`config.mk`:
```
export PLATFORM = sky130hd
export DESIGN_NAME = alu_bist
export DESIGN_NICKNAME = d
export VERILOG_FILES = /design/src/rtl/alu_bist.sv
export SDC_FILE = /design/constraint.sdc
export NUM_CORES = 1
export LEC_CHECK = 0
export ABC_AREA = 1
export CORE_MARGIN = 1.5
export CORE_UTILIZATION = 32
export CTS_CLUSTER_SIZE = 40
export DETAILED_ROUTE_END_ITERATION = 16
export HOLD_SLACK_MARGIN = 0.02
export PLACE_DENSITY = 0.58
export SYNTH_ARGS = -nofsm -noshare
export SYNTH_HDL_FRONTEND = slang
export SYNTH_SLANG_ARGS = --single-unit
```
`constraint.sdc`:
```
create_clock -name clk -period 2.4 [get_ports clk]
set_input_delay 0.48 -clock clk [delete_from_list [all_inputs] [get_ports clk]]
set_output_delay 0.48 -clock clk [all_outputs]
set_load 0.005 [all_outputs]
```
`src/rtl/alu_bist.sv`:
```
// Built-in self-test sequencer for the datapath ALU: sweeps opcodes 0..9 with
// LFSR operands and compacts the ALU responses into a 32-bit MISR signature.
module alu_bist #(
    parameter int unsigned N_VECTORS  = 64,
    parameter logic [31:0] SEED_A     = 32'h1234_5678,
    parameter logic [31:0] SEED_B     = 32'h9ABC_DEF1,
    parameter logic [31:0] GOLDEN_SIG = 32'h0000_0000
) (
    input  logic        clk,
    input  logic        rst_n,
    input  logic        start,
    output logic        busy,
    output logic        done,
    output logic        pass,
    output logic [31:0] signature,
    output logic [31:0] alu_a,
    output logic [31:0] alu_b,
    output logic [3:0]  alu_op,
    input  logic [31:0] alu_result,
    input  logic        alu_zero
);

    typedef enum logic [1:0] {IDLE, RUN, CHECK, DONE} state_t;

    // An all-zero seed would lock the LFSR at zero forever.
    localparam logic [31:0] SEED_A_EFF = (SEED_A == 32'h0) ? 32'h1 : SEED_A;
    localparam logic [31:0] SEED_B_EFF = (SEED_B == 32'h0) ? 32'h1 : SEED_B;
    localparam logic [31:0] LFSR_POLY  = 32'h0040_0007;
    localparam logic [15:0] LAST_VEC   = 16'(N_VECTORS - 1);
    localparam logic [3:0]  LAST_OP    = 4'd9;

    state_t      state_q, state_d;
    logic [31:0] lfsr_a_q, lfsr_a_d;
    logic [31:0] lfsr_b_q, lfsr_b_d;
    logic [31:0] misr_q, misr_d;
    logic [3:0]  op_q, op_d;
    logic [15:0] vec_q, vec_d;
    logic        busy_q, busy_d;
    logic        done_q, done_d;
    logic        pass_q, pass_d;
    logic [31:0] alu_a_q, alu_a_d;
    logic [31:0] alu_b_q, alu_b_d;
    logic [3:0]  alu_op_q, alu_op_d;

    always_comb begin
        state_d  = state_q;
        lfsr_a_d = lfsr_a_q;
        lfsr_b_d = lfsr_b_q;
        misr_d   = misr_q;
        op_d     = op_q;
        vec_d    = vec_q;
        pass_d   = pass_q;

        case (state_q)
            IDLE, DONE: begin
                if (start) begin
                    state_d  = RUN;
                    lfsr_a_d = SEED_A_EFF;
                    lfsr_b_d = SEED_B_EFF;
                    misr_d   = 32'h0;
                    op_d     = 4'd0;
                    vec_d    = 16'd0;
                    pass_d   = 1'b0;
                end
            end
            RUN: begin
                misr_d   = {misr_q[30:0], misr_q[31] ^ misr_q[21] ^ misr_q[1] ^ misr_q[0]}
                           ^ alu_result ^ {31'b0, alu_zero};
                lfsr_a_d = (lfsr_a_q << 1) ^ (lfsr_a_q[31] ? LFSR_POLY : 32'h0);
                lfsr_b_d = (lfsr_b_q << 1) ^ (lfsr_b_q[31] ? LFSR_POLY : 32'h0);
                if (vec_q == LAST_VEC) begin
                    vec_d = 16'd0;
                    if (op_q == LAST_OP) state_d = CHECK;
                    else                 op_d    = op_q + 4'd1;
                end else begin
                    vec_d = vec_q + 16'd1;
                end
            end
            CHECK: begin
                pass_d  = (misr_q == GOLDEN_SIG);
                state_d = DONE;
            end
            default: state_d = IDLE;
        endcase

        // Outputs are registered, so they are derived from the next state.
        busy_d   = (state_d == RUN) || (state_d == CHECK);
        done_d   = (state_d == DONE);
        alu_a_d  = (state_d == RUN) ? lfsr_a_d : 32'h0;
        alu_b_d  = (state_d == RUN) ? lfsr_b_d : 32'h0;
        alu_op_d = (state_d == RUN) ? op_d     : 4'd0;
    end

    always_ff @(posedge clk) begin
        if (!rst_n) begin
            state_q  <= IDLE;
            lfsr_a_q <= 32'h0;
            lfsr_b_q <= 32'h0;
            misr_q   <= 32'h0;
            op_q     <= 4'd0;
            vec_q    <= 16'd0;
            busy_q   <= 1'b0;
            done_q   <= 1'b0;
            pass_q   <= 1'b0;
            alu_a_q  <= 32'h0;
            alu_b_q  <= 32'h0;
            alu_op_q <= 4'd0;
        end else begin
            state_q  <= state_d;
            lfsr_a_q <= lfsr_a_d;
            lfsr_b_q <= lfsr_b_d;
            misr_q   <= misr_d;
            op_q     <= op_d;
            vec_q    <= vec_d;
            busy_q   <= busy_d;
            done_q   <= done_d;
            pass_q   <= pass_d;
            alu_a_q  <= alu_a_d;
            alu_b_q  <= alu_b_d;
            alu_op_q <= alu_op_d;
        end
    end

    assign busy      = busy_q;
    assign done      = done_q;
    assign pass      = pass_q;
    assign signature = misr_q;
    assign alu_a     = alu_a_q;
    assign alu_b     = alu_b_q;
    assign alu_op    = alu_op_q;

endmodule

```
==> summary.txt, run 1 <==
Layout
  • Multi-input combinational cell area: 2820 um2
  • Fill count: 2,075
  • Design Area, Final: 9280 um2
  • Core Util, Final: 43.9%
  • Syn-to-layout area delta: 33.4%
  • Share of layout cells above drive strength 1: 7.58%
  • Nets: 980
  • Register area: between 3000 and 4000 um2
  • # diodes: 0

STA
  • Setup TNS: 0 ns
  • Worst Tran Pin Value: 0.454 ns
  • WHS: between 0.4 and 0.5 ns
  • Relative slew slack: 69.5%
  • Final setup viols: 0
  • Clock skew: around 0.014 ns
  • RSZ-0062 raised after global routing: false
  • Final Max Tran Viols: 0
  • Final hold violations: 0
  • Final period utilization: 86.1%
  • Fmax: 0.484 GHz
  • Final min period: 2.07 ns

Floorplan
  • I/O pins: roughly 140
  • Die width: around 150 um
  • Initial Util: about a third
  • Core Footprint: between 20,000 and 25,000 um2
  • Site Rows: 53
  • Die Height: 150 um
  • Die ar.: 22,600 um2

Worst setup path
  • Crit-path max FO: 23
  • Critical path class: flop to flop
  • Most used cell, CP: inv_1
  • Crit-path cells: inv_1 -> ha_1 -> inv_1 -> nor2_4 -> buf_4 -> nand3_1 -> o21ai_0 -> nand2_1 -> nor2_1
  • Crit. End Element: flop
  • WP data required: 2.76 ns
  • Slowest stage delay, CP: 0.33 ns
  • Worst Path Arrival: 2.42 ns
  • Worst setup SP type: flop
  • Crit-path slowest cell: dfxtp_1

Run
  • Max-cap viol count: 0

Global route
  • Initial antenna violation count: 0
  • GR Util All Layers: 15.3%
  • Vias in the first global route: 5,391
  • First-pass GRT wire length: 27,100 um
  • Largest net degree at the start of global routing: 48
  • Overflow after GRT: 0

Clock tree
  • TritonCTS clock tree: yes
  • Post_cts resized: 0
  • Num CTS Buffers: 17
  • Hold_buf cts: 0
  • Worst-path clk slew: roughly 0.070 ns
  • CTS Buffer Depth: 2
  • # Post-CTS Setup Buffers: 0
  • Clk root buf: clkbuf_16
  • Skew-Pair Late Insertion Delay: 0.42 ns
  • CTS H-tree depth: 4
  • # clock sinks: 189

Logic synthesis
  • Yosys reg bits: 189
  • Post-synth top area cell: dfxtp_1
  • Cell Area, Synth: about 7000 um2
  • Share of the synthesized area in the top cell type: a little over half
  • Syn_area_per_cell: 8.58 um2
  • Synth Warn #: 0
  • Post-synth EDFFs: 0
  • Number of cells produced by synthesis: 811
  • Synth Flop Type: dfxtp_1
  • Netlist cell types: 31
  • Post-synthesis sequential area ratio: around 54%
  • Post-synth ARST share: 0%
  • Syn nets: 852
  • Top cells by area, synth: dfxtp_1 (54%), nand2_1 (7.5%), nor2_1 (6.4%), xor2_1 (4.7%), nor3_1 (3.9%)

Detailed routing
  • Wirelength per Cell: 13.6 um
  • Post-route ant nets: 0
  • Via count: 5,725
  • Drt pass-1 iters: 4
  • Vias per inst: 4.67
  • Final WL: 16,700 um
  • Initial drt markers: 274
  • DRC violations left: 0

Power
  • Worst vdd ir: 0.747 mV
  • PwrDens: 1180 nW/um2
  • Leak pwr: 3.50 nW

Status
  • Status: finished, final reports clean

Placed design
  • Gp weighted congestion: approximately 0.77
  • Dpl hpwl: 11,200 um
  • Placed inst area: 8740 um2
  • Port Buffers: 138

Min path
  • Hold WC Path Type: flop to flop
## flip-flops by register name, indices dropped and copies added (netlist names), 2 cells and up
| signal | count |
|---|---|
| alu_b | 32 |
| signature | 32 |
| op_q | 4 |
| lfsr_b_q | 32 |
| alu_a | 32 |
| state_q | 2 |
| alu_op | 4 |
| vec_q | 16 |
| lfsr_a_q | 32 |
## logic make-up after synthesis
family          Yosys count  synth area share [%]
flops                   189                  54.4
compound gates          129                  12.2
fa+ha+maj                 5                 0.899
buf+inv                  93                  5.41
simple gates            355                  22.1
xor+xnor                 40                  5.03
## critical path, delay by kind of cell, from the launching register on
| family | cells | cell delay (ns) |
|---|---|---|
| AND/OR/NAND/NOR | 4 | 0.62 |
| adder cells (fa/ha/maj) | 1 | 0.25 |
| buffers and inverters | 3 | 0.64 |
| AO/OA/AOI/OAI | 1 | 0.16 |
| flip-flops | 1 | 0.33 |
## where the power goes
| part | internal, mW | total [mW] | switching, mW |
|---|---|---|---|
| Combinational | 1.79 | 4.28 | 2.50 |
| Clock | 1.39 | 2.61 | 1.22 |
| Sequential | 3.75 | 4.10 | 0.349 |
## Yosys cell counts, types with 4 or more instances
master	number
a21oi_1	46
a221oi_1	29
a22oi_1	30
buf_2	10
clkbuf_1	35
dfxtp_1	189
ha_1	5
inv_1	43
nand2_1	140
nand3_1	13
nand4_1	5
nor2_1	118
nor3_1	54
nor3_2	11
nor4_1	5
o21ai_0	18
or2_2	4
xor2_1	37
## cells in the final DEF (no fill, tap or decap), types with 2 or more instances in the layout
master           instances
a211oi_1                 2
a221oi_1                29
xnor2_1                  3
buf_12                   9
a21oi_1                 46
buf_4                    8
nor3_1                  54
nand2_1                140
inv_8                    2
a22oi_1                 30
clkbuf_16               17
o21ai_0                 18
dfxtp_1                189
xor2_1                  37
nand4_1                  5
clkdlybuf4s50_1        138
clkinvlp_4               4
inv_6                    2
or2_2                    4
nand2_2                  2
inv_1                   43
nor3_2                  11
nor4_1                   5
nor2_2                   3
nand3_1                 13
clkbuf_8                 2
nor2_1                 115
ha_1                     5
## final cells by class
class | instances | area share, %
repair buffers | 155 | 17.5
well taps | 275 | 3.71
multi-input cells | 530 | 30.4
clock inverters | 10 | 0.903
flip-flops and latches | 189 | 40.8
inverters | 46 | 1.89
clock buffers | 20 | 4.92
## stage by stage
stage | total power [mW] | cells | setup slack [ns]
after detailed placement | 8.47 | 1194 | 0.209
after global routing | 11.8 | 1225 | 0.0705
after floorplan | 6.68 | 811 | 0.590
final | 11.0 | 1225 | 0.334
after CTS | 11.1 | 1224 | 0.269
after global placement | 8.46 | 1194 | 0.257
## worst paths after layout
kind | start | to | slack [ns] | depth (start not counted)
setup reg to reg | state_q[1] | alu_op[2] | 0.33 | 9
hold reg to reg | vec_q[12] | vec_q[12] | 0.50 | 2
hold / removal | vec_q[12] | vec_q[12] | 0.50 | 2
setup / recovery | state_q[1] | alu_op[2] | 0.33 | 9
## routing by layer
metal,share of wire (%),GRT usage [%]
met1,48,20.3
met2,46,23.7
met3,5.4,5.15
met4,1.3,4.36
met5,0,0
(Power assumes the default switching activity.)
==> run 2: changes to the inputs <==
CAP_MARGIN = 20   (was not set)
PLACE_DENSITY = 0.6   (was 0.58)
clock period = 1.9 ns   (was 2.4 ns; I/O delays follow)
==> run 2 against run 1 <==
Flip-flop and latch count stayed put. Die area stayed put. Wire length is 6.3% higher. Clock-buffer cell count is 1 lower. Critical endpoint is now alu_a[21]. Highest routed layer unchanged. Clock skew is 0.0014 ns lower. Critical path type unchanged. Clock power is 31% higher. Critical path depth is 2 lower. Utilization is 2.6 points higher. Setup slack worse by 0.24 ns. Global-route usage is 0.45 points higher.
==> summary.txt, run 2 (same netlist as run 1, synthesis figures left out) <==
Status
  • Status: finished, final reports clean

Worst setup path
  • Worst setup SP type: flop
  • Crit-path slowest cell: dfxtp_1
  • Crit-path cells: inv_1 -> ha_1 -> inv_1 -> nor2_4 -> buf_4 -> a221oi_1 -> nor3_2
  • Crit-path max FO: 22 (-4.3%)
  • Slowest stage delay, CP: 0.42 ns (+0.09 ns)
  • Most used cell, CP: inv_1
  • Crit. End Element: flop
  • Crit Reg-Reg Endpoint: alu_a[21]
  • Worst Path Arrival: 2.11 ns (-0.31 ns)
  • Reg-to-Reg Start: state_q[1]
  • R2R Setup Slk: 0.09 ns (-0.24 ns)
  • Critical path class: flop to flop
  • Register-to-Register Path Depth: 7 (-2)
  • WP data required: 2.20 ns (-0.56 ns)

Global route
  • GR Util All Layers: 15.8% (+0.45 points)
  • First-pass GRT wire length: 28,100 um (+3.6%)
  • Vias in the first global route: 5,538 (+2.7%)
  • Initial antenna violation count: 0 (unchanged)
  • Largest net degree at the start of global routing: 61 (+27%)
  • Overflow after GRT: 0 (unchanged)

Layout
  • Core Util, Final: 46.5% (+2.6 points)
  • Nets: 1,016 (+3.7%)
  • # diodes: 0 (unchanged)
  • Commonest cells after routing, fill and taps aside: dfxtp_1 (186), nand2_1 (139), clkdlybuf4s50_1 (138), nor2_1 (107), nor3_1 (51)
  • Commonest non-fill, non-tap cell in the layout: dfxtp_1
  • Share of layout cells above drive strength 1: 13.9% (+6.3 points)
  • Syn-to-layout area delta: 41.2%
  • Register area: 3790 um2 (about the same)
  • Fill count: 2,025 (-2.4%)
  • Multi-input combinational cell area: 2960 um2 (+5.1%)

Placed design
  • Gp weighted congestion: 0.811 (+5.4%)
  • Port Buffers: 138 (unchanged)
  • Dpl hpwl: 11,600 um (+3.9%)
  • Worst slack, placed: -0.0575 ns (-0.266 ns)

Clock tree
  • TritonCTS clock tree: yes
  • Worst-path clk slew: 0.07 ns (about the same)
  • # clock sinks: 189 (unchanged)
  • CTS Buffer Depth: 2 (unchanged)
  • Hold_buf cts: 0 (unchanged)
  • CTS H-tree depth: 4 (unchanged)
  • Clk root buf: clkbuf_16
  • Num CTS Buffers: 17 (unchanged)
  • Skew-Pair Late Insertion Delay: 0.43 ns (about the same)

Power
  • Leak pwr: 3.78 nW (+7.8%)
  • Total power: 15.5 mW (+41%)
  • Worst vdd ir: 0.793 mV (+6.2%)
  • PwrDens: 1580 nW/um2 (+33%)

Floorplan
  • Site Rows: 53 (unchanged)
  • Die width: 150 um (unchanged)
  • Initial Util: 32.9% (unchanged)
  • Core Footprint: 21,200 um2 (unchanged)
  • I/O pins: 139 (unchanged)
  • Die Height: 150 um (unchanged)
  • Die ar.: 22,600 um2 (unchanged)

STA
  • Fmax: 0.552 GHz (+14%)
  • Final hold violations: 0 (unchanged)
  • Final Max Tran Viols: 0 (unchanged)
  • Relative slew slack: 73.2% (+3.7 points)
  • Final period utilization: 95.3% (+9.2 points)
  • Clock skew: 0.0123 ns (-0.00144 ns)
  • Final setup viols: 0 (unchanged)
  • WHS: 0.503 ns (+0.00505 ns)
  • Final min period: 1.81 ns (-0.256 ns)
  • RSZ-0062 raised after global routing: true
  • Worst Tran Pin Value: 0.401 ns (-0.0531 ns)
  • Min setup slack post-route: 0.0899 ns (-0.244 ns)

Detailed routing
  • DRC violations left: 0 (unchanged)
  • Post-route ant nets: 0 (unchanged)
  • Wirelength per Cell: 14.0 um (+3.1%)
  • Vias per inst: 4.69 (+0.40%)
  • Drt pass-1 iters: 5 (+1)
  • Via count: 5,926 (+3.5%)
  • Final WL: 17,700 um (+6.3%)
  • Initial drt markers: 312 (+14%)

Run
  • Max-cap viol count: 0 (unchanged)

Min path
  • Hold WC Path Type: flop to flop
  • Min-delay src: signature[31]
  • Hold EP: signature[31]
  • Number of cells on the worst hold path: 2 (unchanged)
run 2: cell types whose count changed in the layout (fill, tap and decap cells not counted), sizes merged:
cell / before / now
nand2: 143 / 144
clkinvlp: 4 / 3
clkinv: 3 / 5
nor2: 119 / 118
buf: 17 / 49
clkbuf: 20 / 23
inv: 49 / 51
run 2: cell type report:
cell class / instances / share of cell area, %
inverters: 46 / 1.78
well taps: 275 / 3.50
clock buffers: 19 / 4.51
clock inverters: 13 / 1.29
flip-flops and latches: 189 / 38.5
multi-input cells: 530 / 30.1
repair buffers: 191 / 20.3
run 2: worst max-delay path, delay by kind of cell, from the launching register on:
kind / cells / cell delay, ns
DFF: 1 / 0.42
adders and majority gates: 1 / 0.21
AOI/OAI and AO/OA: 1 / 0.40
and+or+nand+nor: 2 / 0.16
buffers and inverters: 3 / 0.50
run 2: what timing repair did:
action / 4_1_cts / 5_1_grt
endpoints found under the setup margin: 46 / 142
gates cloned: 0 / 5
resized for setup: 3 / 34
endpoints found under the hold margin: 0 / 0
buffers inserted: 0 / 3
pin swaps: 0 / 4
run 2: worst max-delay path by stage:
stage | start | to | slack [ns] | cells past startpoint
floorplan | state_q[0] | alu_a[20] | 0.09 | 13
global placement | start | alu_b[4] | -0.05 | 7
detailed placement | start | alu_b[4] | -0.06 | 10
CTS | vec_q[0] | alu_b[4] | 0.03 | 11
global route | state_q[1] | vec_q[10] | -0.01 | 9
finish | state_q[1] | alu_a[21] | 0.09 | 7
run 2: where the power goes:
part / internal (mW) / switching (mW)
combinational: 3.22 / 3.68
sequential: 4.73 / 0.469
clock: 1.77 / 1.65
run 2: layer usage:
layer / GRT usage [%] / share of wire (%) / vias to the layer above
met5: 0 / 0 / -
met4: 4.90 / 0.75 / 0
met3: 4.00 / 5.3 / 11
met2: 24.1 / 46 / 133
met1: 21.8 / 48 / 2737
li1: - / - / 3045
run 2: per-stage QoR:
stage,TNS (ns),std cells,cell area [um2]
finish,0,1263,9830
global route,-0.0972,1263,9830
CTS,0,1255,9550
detailed placement,-2.14,1223,8980
global placement,-1.07,1223,8980
floorplan,0,811,6960
